**src/rtl/pipe_addsub_if.sv**
```systemverilog
// Operand/result handshake bundle for the pipelined add/subtract unit.
interface pipe_addsub_if #(
  parameter int WIDTH = 16
);
  logic             in_valid;
  logic             in_ready;
  logic [WIDTH-1:0] a;
  logic [WIDTH-1:0] b;
  logic             cin;
  logic [1:0]       op;
  logic             out_valid;
  logic             out_ready;
  logic [WIDTH-1:0] q;
  logic             cout;
  logic             ovf;

  modport master (
    output in_valid, a, b, cin, op, out_ready,
    input  in_ready, out_valid, q, cout, ovf
  );

  modport slave (
    input  in_valid, a, b, cin, op, out_ready,
    output in_ready, out_valid, q, cout, ovf
  );
endinterface

```
**src/rtl/pipe_addsub.sv**
```systemverilog
// Segmented-carry add/sub/inc unit: one register stage per carry segment,
// optional wrap/unsigned/signed saturation and valid/ready backpressure.
module pipe_addsub #(
  parameter int WIDTH    = 16,
  parameter int SEGMENTS = 4,
  parameter int SAT      = 0
) (
  input logic         clk,
  input logic         rst_n,
  pipe_addsub_if.slave bus
);
  localparam int S = WIDTH / SEGMENTS;
  localparam int L = SEGMENTS - 1;

  logic [SEGMENTS-1:0] v_r;
  logic [SEGMENTS-1:0] c_r;
  logic [WIDTH-1:0]    sum_r [SEGMENTS];
  logic [WIDTH-1:0]    x_r   [SEGMENTS];
  logic [WIDTH-1:0]    y_r   [SEGMENTS];
  logic [1:0]          op_r  [SEGMENTS];
  logic                am_r  [SEGMENTS];
  logic                ovf_r;

  // Per-stage inputs: stage 0 from the prepared operands, others from the previous register.
  logic [SEGMENTS-1:0] in_v;
  logic [SEGMENTS-1:0] in_c;
  logic [SEGMENTS-1:0] in_am;
  logic [WIDTH-1:0]    in_s  [SEGMENTS];
  logic [WIDTH-1:0]    in_x  [SEGMENTS];
  logic [WIDTH-1:0]    in_y  [SEGMENTS];
  logic [1:0]          in_op [SEGMENTS];

  logic [WIDTH-1:0]    nxt_sum [SEGMENTS];
  logic [SEGMENTS-1:0] nxt_c;
  logic [S:0]          seg;

  logic [WIDTH-1:0] x0, y0;
  logic             c0;
  logic             stall;
  logic             ovf_raw;
  logic [WIDTH-1:0] q_sat;

  assign stall         = v_r[L] & ~bus.out_ready;
  assign bus.in_ready  = ~stall;
  assign bus.out_valid = v_r[L];
  assign bus.q         = sum_r[L];
  assign bus.cout      = c_r[L];
  assign bus.ovf       = ovf_r;

  always_comb begin
    x0 = bus.a;
    y0 = bus.b;
    c0 = bus.cin;
    case (bus.op)
      2'b01: begin
        y0 = ~bus.b;
        c0 = 1'b1;
      end
      2'b10:   y0 = '0;
      default: ;
    endcase
  end

  always_comb begin
    in_v     = '0;
    in_c     = '0;
    in_am    = '0;
    in_s     = '{default: '0};
    in_x     = '{default: '0};
    in_y     = '{default: '0};
    in_op    = '{default: '0};
    in_v[0]  = bus.in_valid;
    in_c[0]  = c0;
    in_am[0] = bus.a[WIDTH-1];
    in_x[0]  = x0;
    in_y[0]  = y0;
    in_op[0] = bus.op;
    for (int k = 1; k < SEGMENTS; k++) begin
      in_v[k]  = v_r[k-1];
      in_c[k]  = c_r[k-1];
      in_am[k] = am_r[k-1];
      in_s[k]  = sum_r[k-1];
      in_x[k]  = x_r[k-1];
      in_y[k]  = y_r[k-1];
      in_op[k] = op_r[k-1];
    end
  end

  always_comb begin
    seg     = '0;
    nxt_c   = '0;
    nxt_sum = '{default: '0};
    for (int k = 0; k < SEGMENTS; k++) begin
      seg = {1'b0, in_x[k][k*S +: S]} + {1'b0, in_y[k][k*S +: S]} + {{S{1'b0}}, in_c[k]};
      nxt_sum[k]           = in_s[k];
      nxt_sum[k][k*S +: S] = seg[S-1:0];
      nxt_c[k]             = seg[S];
    end
  end

  // Flags always describe the raw sum; only q is clamped.
  always_comb begin
    ovf_raw = (in_x[L][WIDTH-1] == in_y[L][WIDTH-1]) &&
              (nxt_sum[L][WIDTH-1] != in_x[L][WIDTH-1]);
    q_sat   = nxt_sum[L];
    if (SAT == 1) begin
      if (in_op[L] == 2'b01) begin
        if (!nxt_c[L]) q_sat = '0;
      end else if (nxt_c[L]) begin
        q_sat = '1;
      end
    end else if (SAT == 2 && ovf_raw) begin
      q_sat = in_am[L] ? {1'b1, {(WIDTH-1){1'b0}}} : {1'b0, {(WIDTH-1){1'b1}}};
    end
  end

  always_ff @(posedge clk) begin
    if (!rst_n) begin
      v_r   <= '0;
      c_r   <= '0;
      ovf_r <= 1'b0;
      for (int k = 0; k < SEGMENTS; k++) begin
        sum_r[k] <= '0;
        x_r[k]   <= '0;
        y_r[k]   <= '0;
        op_r[k]  <= '0;
        am_r[k]  <= 1'b0;
      end
    end else if (!stall) begin
      for (int k = 0; k < SEGMENTS; k++) begin
        v_r[k]   <= in_v[k];
        c_r[k]   <= nxt_c[k];
        sum_r[k] <= (k == L) ? q_sat : nxt_sum[k];
        x_r[k]   <= in_x[k];
        y_r[k]   <= in_y[k];
        op_r[k]  <= in_op[k];
        am_r[k]  <= in_am[k];
      end
      ovf_r <= ovf_raw;
    end
  end
endmodule

```
**src/flat_wrapper.sv**
```systemverilog
// flat-port wrapper written by rule: the top's interface ports become plain ports
module pipe_addsub_flat 
#(
  parameter int WIDTH    = 16,
  parameter int SEGMENTS = 4,
  parameter int SAT      = 0
)
  (clk, rst_n, bus_in_valid, bus_a, bus_b, bus_cin, bus_op, bus_out_ready, bus_in_ready, bus_out_valid, bus_q, bus_cout, bus_ovf);
  pipe_addsub_if #(.WIDTH(WIDTH)) bus_i ();
  input logic clk;
  input logic rst_n;
  input wire logic [$bits(bus_i.in_valid)-1:0] bus_in_valid;
  input wire logic [$bits(bus_i.a)-1:0] bus_a;
  input wire logic [$bits(bus_i.b)-1:0] bus_b;
  input wire logic [$bits(bus_i.cin)-1:0] bus_cin;
  input wire logic [$bits(bus_i.op)-1:0] bus_op;
  input wire logic [$bits(bus_i.out_ready)-1:0] bus_out_ready;
  output wire logic [$bits(bus_i.in_ready)-1:0] bus_in_ready;
  output wire logic [$bits(bus_i.out_valid)-1:0] bus_out_valid;
  output wire logic [$bits(bus_i.q)-1:0] bus_q;
  output wire logic [$bits(bus_i.cout)-1:0] bus_cout;
  output wire logic [$bits(bus_i.ovf)-1:0] bus_ovf;
  assign bus_i.in_valid = bus_in_valid;
  assign bus_i.a = bus_a;
  assign bus_i.b = bus_b;
  assign bus_i.cin = bus_cin;
  assign bus_i.op = bus_op;
  assign bus_i.out_ready = bus_out_ready;
  assign bus_in_ready = bus_i.in_ready;
  assign bus_out_valid = bus_i.out_valid;
  assign bus_q = bus_i.q;
  assign bus_cout = bus_i.cout;
  assign bus_ovf = bus_i.ovf;
  pipe_addsub #(.WIDTH(WIDTH), .SEGMENTS(SEGMENTS), .SAT(SAT)) u_core (.clk(clk), .rst_n(rst_n), .bus(bus_i));
endmodule
```
**config.mk**
```make
export PLATFORM = sky130hd
export DESIGN_NAME = pipe_addsub_flat
export DESIGN_NICKNAME = d
export VERILOG_FILES = /design/src/rtl/pipe_addsub_if.sv /design/src/rtl/pipe_addsub.sv /design/src/flat_wrapper.sv
export SDC_FILE = /design/constraint.sdc
export NUM_CORES = 1
export LEC_CHECK = 0
export ABC_CLOCK_PERIOD_IN_PS = 4350
export CORE_AREA = 4 4 111 155
export CTS_BUF_LIST = sky130_fd_sc_hd__clkbuf_16
export CTS_CLUSTER_SIZE = 24
export DETAILED_ROUTE_END_ITERATION = 10
export DIE_AREA = 0 0 115 159
export HOLD_SLACK_MARGIN = 0.1
export MAX_ROUTING_LAYER = met4
export PLACE_DENSITY_LB_ADDON = 0.2
export SYNTH_ARGS = -nofsm -noshare
export SYNTH_HDL_FRONTEND = slang
export SYNTH_SLANG_ARGS = --single-unit
```
**constraint.sdc**
```tcl
create_clock -name clk -period 4.35 [get_ports clk]
set_clock_uncertainty 0.1 [all_clocks]
set_input_delay 1.0875 -clock clk [delete_from_list [all_inputs] [get_ports clk]]
set_output_delay 1.0875 -clock clk [all_outputs]
set_load 0.03 [all_outputs]
```
---- Yosys cells after proc, flatten, opt, wreduce, memory -nomap -nowiden ----
Memories as Yosys holds them, arrays and structs flattened.
Cells that the tools add are included.
cells by class
  reduce and logical (&&, ||, !) cells .... 1
  equal/unequal tests ..................... 4
  add/subtract/negate cells ............... 8
  bitwise logic cells ..................... 16
  multiplexer cells ....................... 18
operators by type and width
  kind                                                 count
  2-to-1 mux 16 bit                                    12
  case mux 16 bit (2 select lines)                     1
  adder 4 x 4 -> 5 bit                                 4
  adder 5 x 1 -> 5 bit                                 4
  NOT 16 bit                                           1
  OR 1 bit                                             12
  2-to-1 mux 1 bit                                     5
  equality test 2 x 1 -> 1 bit, second input constant  1
  equality test 2 bit, second input constant           1
  NOT 1 bit                                            2
  AND 1 bit                                            1
  equality test 1 bit                                  1
  logical AND 1 bit                                    1
  inequality test 1 bit                                1
storage, ports and cells
  memories ................................ 3
  RAM bits ................................ 192
  register bits ........................... 9
  input bits .............................. 39
memory list
  memory        words  bits a word  rd ports  clocked after Yosys merged registers in  write ports  line               RTL
  u_core.sum_r  4      16           4         0                                        4            pipe_addsub.sv:17  logic [WIDTH-1:0] sum_r [SEGMENTS];
  u_core.x_r    4      16           3         0                                        4            pipe_addsub.sv:18  logic [WIDTH-1:0] x_r [SEGMENTS];
  u_core.y_r    4      16           3         0                                        4            pipe_addsub.sv:19  logic [WIDTH-1:0] y_r [SEGMENTS];

---- Logic depth before layout (Yosys ltp) ----
  word-level depth ........................ 6
  depth in mapped cells ................... 11
  mapped depth without buffers ............ 9

---- Least setup slack after synthesis ----
No wires, ideal clock.
  path type ............................... input to register
  start point ............................. in rst_n
  end point ............................... mem u_core.sum_r[0][0], enable pin
  setup slack ............................. 501 ps
  data arrival time ....................... 3300 ps
  required time ........................... 3801 ps
  library setup time ...................... 449 ps
  cell stages on the path ................. 3
  buffers on the path ..................... 2
  cells stage by stage .................... buf_2 buf_2 nand2_1
RTL lines
  item                line                RTL
  start: declaration  flat_wrapper.sv:11  input logic rst_n;
  end: declaration    pipe_addsub.sv:17

---- Worst setup path in the final report ----
  start point ............................. in bus_out_ready
  end point ............................... out bus_in_ready
between the ends
  word-level cells in the longest chain between the ends .. 3
RTL lines
  item                line                RTL
  start: declaration  flat_wrapper.sv:17  input wire logic [$bits(bus_i.out_ready)-1:0] bus_out_ready;
  NOT 1 bit           pipe_addsub.sv:43   assign stall = v_r[L] & ~bus.out_ready;
  AND 1 bit           pipe_addsub.sv:43
  NOT 1 bit           pipe_addsub.sv:44   assign bus.in_ready = ~stall;
  end: declaration    flat_wrapper.sv:18  output wire logic [$bits(bus_i.in_ready)-1:0] bus_in_ready;
Every way passes these cells.

==> metrics.md <==
| Metric | Value |
|---|---|
| Crit. End Element | primary output |
| DRC | 0 |
| Power Total | 0.002255 W |
| R2r worst-path depth | 5 |
| Most frequent cells in the layout | edfxtp_1, and3_1, clkdlybuf4s50_1 |
| Final Hold Fails | 0 |
| Site row count | 54 |
| Post-CTS setup buffers | 0 |
| CP max FO | 2 |
| Vias in the first global route | 2669 |
| PortBufs | 58 |
| Num CTS Buffers | 9 |
| H-tree levels | 3 |
| Initial Util | 27.74% |
| Adder-cell share of the synthesized area | 7.424% |
| Ys flop type | edfxtp_1 |
| Clock-pin slew on the worst setup and hold paths | 70 ps |
| Pleak | 2.416 nW |
| XOR/XNOR Fraction of Synth Area | 0.2014% |
| Max Root-Sink Buffers | 2 |
| 1st-iter DRT viols | 108 |
| I/O pins | 59 |
| Final period utilization | 82.32% |
| Placer Congestion | 0.7751 |
| Initial antenna violation count | 0 |
| RSZ-0062 raised after global routing | false |
| HPWL Detailed | 5131 microns |
| Synthesized flop and latch total | 97 |
| Post-synth EDFFs | 88 |
| DIE WIDTH | 115 microns |
| VDD IR max | 0.1500 mV |
| Crit path kind | primary input to primary output |
| Die ar. | 0.01829 sq mm |
| Resized cells post-CTS | 0 |
| Area grow syn2layout | 26.30% |
| Clk root buf | clkbuf_16 |
| Peak Freq | 279.3 MHz |
| Critical Path AT | 2390 ps |
| Fin area | 0.005492 sq mm |
| Status | finished, final reports clean |
| Synth Area in Compound Gates | 4.345% |
| Fin nets | 436 |
| Chip Height | 159 microns |
| Synth Instances | 324 |
| Worst slew pin tran | 700.1 ps |
| CP max stage cell | clkdlybuf4s50_1 |
| 1st-pass router iterations | 6 |
| WP data required | 3160 ps |
| Via Count | 2561 |
| Synth Warn # | 0 |
| # setup viols final | 0 |
| Simple-gate share of the synthesized area | 15.88% |
| Largest net degree at the start of global routing | 81 |
| Post-synth ARST share | 0% |
| Sequential cell area fraction in the yosys report | 64.92% |
| Slew HR | 53.33% |
| Yosys cell types | 34 |
| CTS tree | done |
| Mux cell area share after synthesis | 3.453% |
| Total Routing Usage GR | 9.705% |
| Crit path cell chain | clkdlybuf4s50_1 > nor2b_4 > inv_4 > clkdlybuf4s50_1 |
| Routed wire per std cell | 14.12 microns |
| Most common cell after layout, fill and taps aside | edfxtp_1 |
| Crit path launch type | primary input |
| Crit-path max cell delay | 590 ps |
| Max-cap violations | 0 |
| Hold_buf cts | 0 |
| Placed inst area | 0.005125 sq mm |
| GR Overflow Total | 0 |
| Sink Count | 97 |
| Largest family of logic cells by synthesized area | simple AND/OR/NAND/NOR gates |
| Fill count | 1562 |
| Wirelength, routed | 8150 microns |
| Hold depth | 2 |
| Pins Over Slew Limit | 0 |
| Post-synthesis cell area | 0.004348 sq mm |
| Avg Vias per Cell | 4.438 |
| Mapped Avg Cell Area | 13.42 sq um |
| Worst-skew pair later-pin latency | 340 ps |
| Hold WC Path Type | register to register |
| First-pass GRT wire length | 13540 microns |
| Setup TNS | 0 ps |
| Core area | 0.01568 sq mm |
| CP most frequent cell | clkdlybuf4s50_1 |
| Layout cells sized above 1 | 7.612% |
| Routed Antenna Nets | 0 |
| ANT cells | 0 |
| Pwr/cell area | 410.7 mW/mm^2 |
| Hold WS | 366.8 ps |
| Post-route minimum period | 3581 ps |
| Post-Syn Nets | 384 |
| Fin util | 35.03% |
-- per-stage QoR --
stage               setup WS [ps]  std cells
floorplan                   500.6        324
global placement            619.4        561
detailed placement          568.9        561
CTS                         730.8        577
global route                718.5        577
finish                      769.3        577
-- synthesized netlist by cell type (2+ instances only) --
cell	instances	area (sq um)
and3_1	64	400.4
nand2b_1	2	12.51
nand3_1	5	25.02
a21o_1	4	30.03
inv_1	13	48.80
a21boi_0	3	22.52
edfxtp_1	88	2643
buf_2	9	45.04
mux2i_1	15	150.1
fa_1	8	160.2
nor3_1	3	15.01
nand3b_1	4	30.03
nor2b_1	5	31.28
ha_1	13	162.7
o21ai_0	11	55.05
nor2_1	20	75.07
a21oi_1	10	50.05
nand2_1	12	45.04
dfxtp_1	9	180.2
clkbuf_1	12	45.04
-- area by class of cell --
type / instances / area, sq um / area share [%]
Sequential cell: 97 / 2823 / 51.40
Clock buffer: 9 / 225.2 / 4.101
Tap cell: 196 / 245.2 / 4.466
Timing Repair Buffer: 64 / 633.1 / 11.53
Inverter: 14 / 55.05 / 1.003
Clock inverter: 7 / 141.4 / 2.575
Multi-Input combinational cell: 190 / 1369 / 24.93
-- routing by layer --
metal | GRT usage, % | up-vias | share of wire [%]
li1 | - | 1281 | -
met1 | 11.44 | 1216 | 43
met2 | 15.65 | 53 | 51
met3 | 2.015 | 11 | 3.5
met4 | 4.645 | 0 | 2.3
met5 | - | - | 0
-- cells by family (layout without fill, tap and decap cells) --
group / after synthesis / in the layout
AOI/OAI and AO/OA: 31 / 31
buffers and inverters: 37 / 94
muxes: 15 / 15
and+or+nand+nor: 122 / 122
DFF: 97 / 97
xor gates and xnor gates: 1 / 1
adders and majority gates: 21 / 21
-- final timing paths --
check / startpoint / end / slack (ps)
setup / recovery: bus_out_ready / bus_in_ready / 770
hold reg to reg: u_core.v_r[2] / u_core.v_r[2] / 370
hold / removal: u_core.v_r[2] / u_core.v_r[2] / 370
setup reg to reg: u_core.v_r[3] / u_core.sum_r[3][14] / 2220
-- power by group --
| part | total (W) | internal, W | switching [W] |
|---|---|---|---|
| logic | 0.000198 | 0.000101 | 0.0000968 |
| clock network | 0.000965 | 0.000622 | 0.000342 |
| registers | 0.00109 | 0.00108 | 0.0000153 |
| total | 0.00226 | 0.00180 | 0.000455 |
-- sequential cells by signal (all words and copies together) (netlist names) --
| register | cells |
|---|---|
| u_core.v_r | 4 |
| u_core.x_r | 24 |
| u_core.y_r | 24 |
| u_core.bus.ovf | 1 |
| u_core.c_r | 4 |
| u_core.sum_r | 40 |
-- worst max-delay path, delay by kind of cell --
| family | cells | cell delay [ps] |
|---|---|---|
| buffers and inverters | 3 | 1070 |
| AND/OR/NAND/NOR | 1 | 220 |
Note: power is estimated with default switching activity, not from simulation.
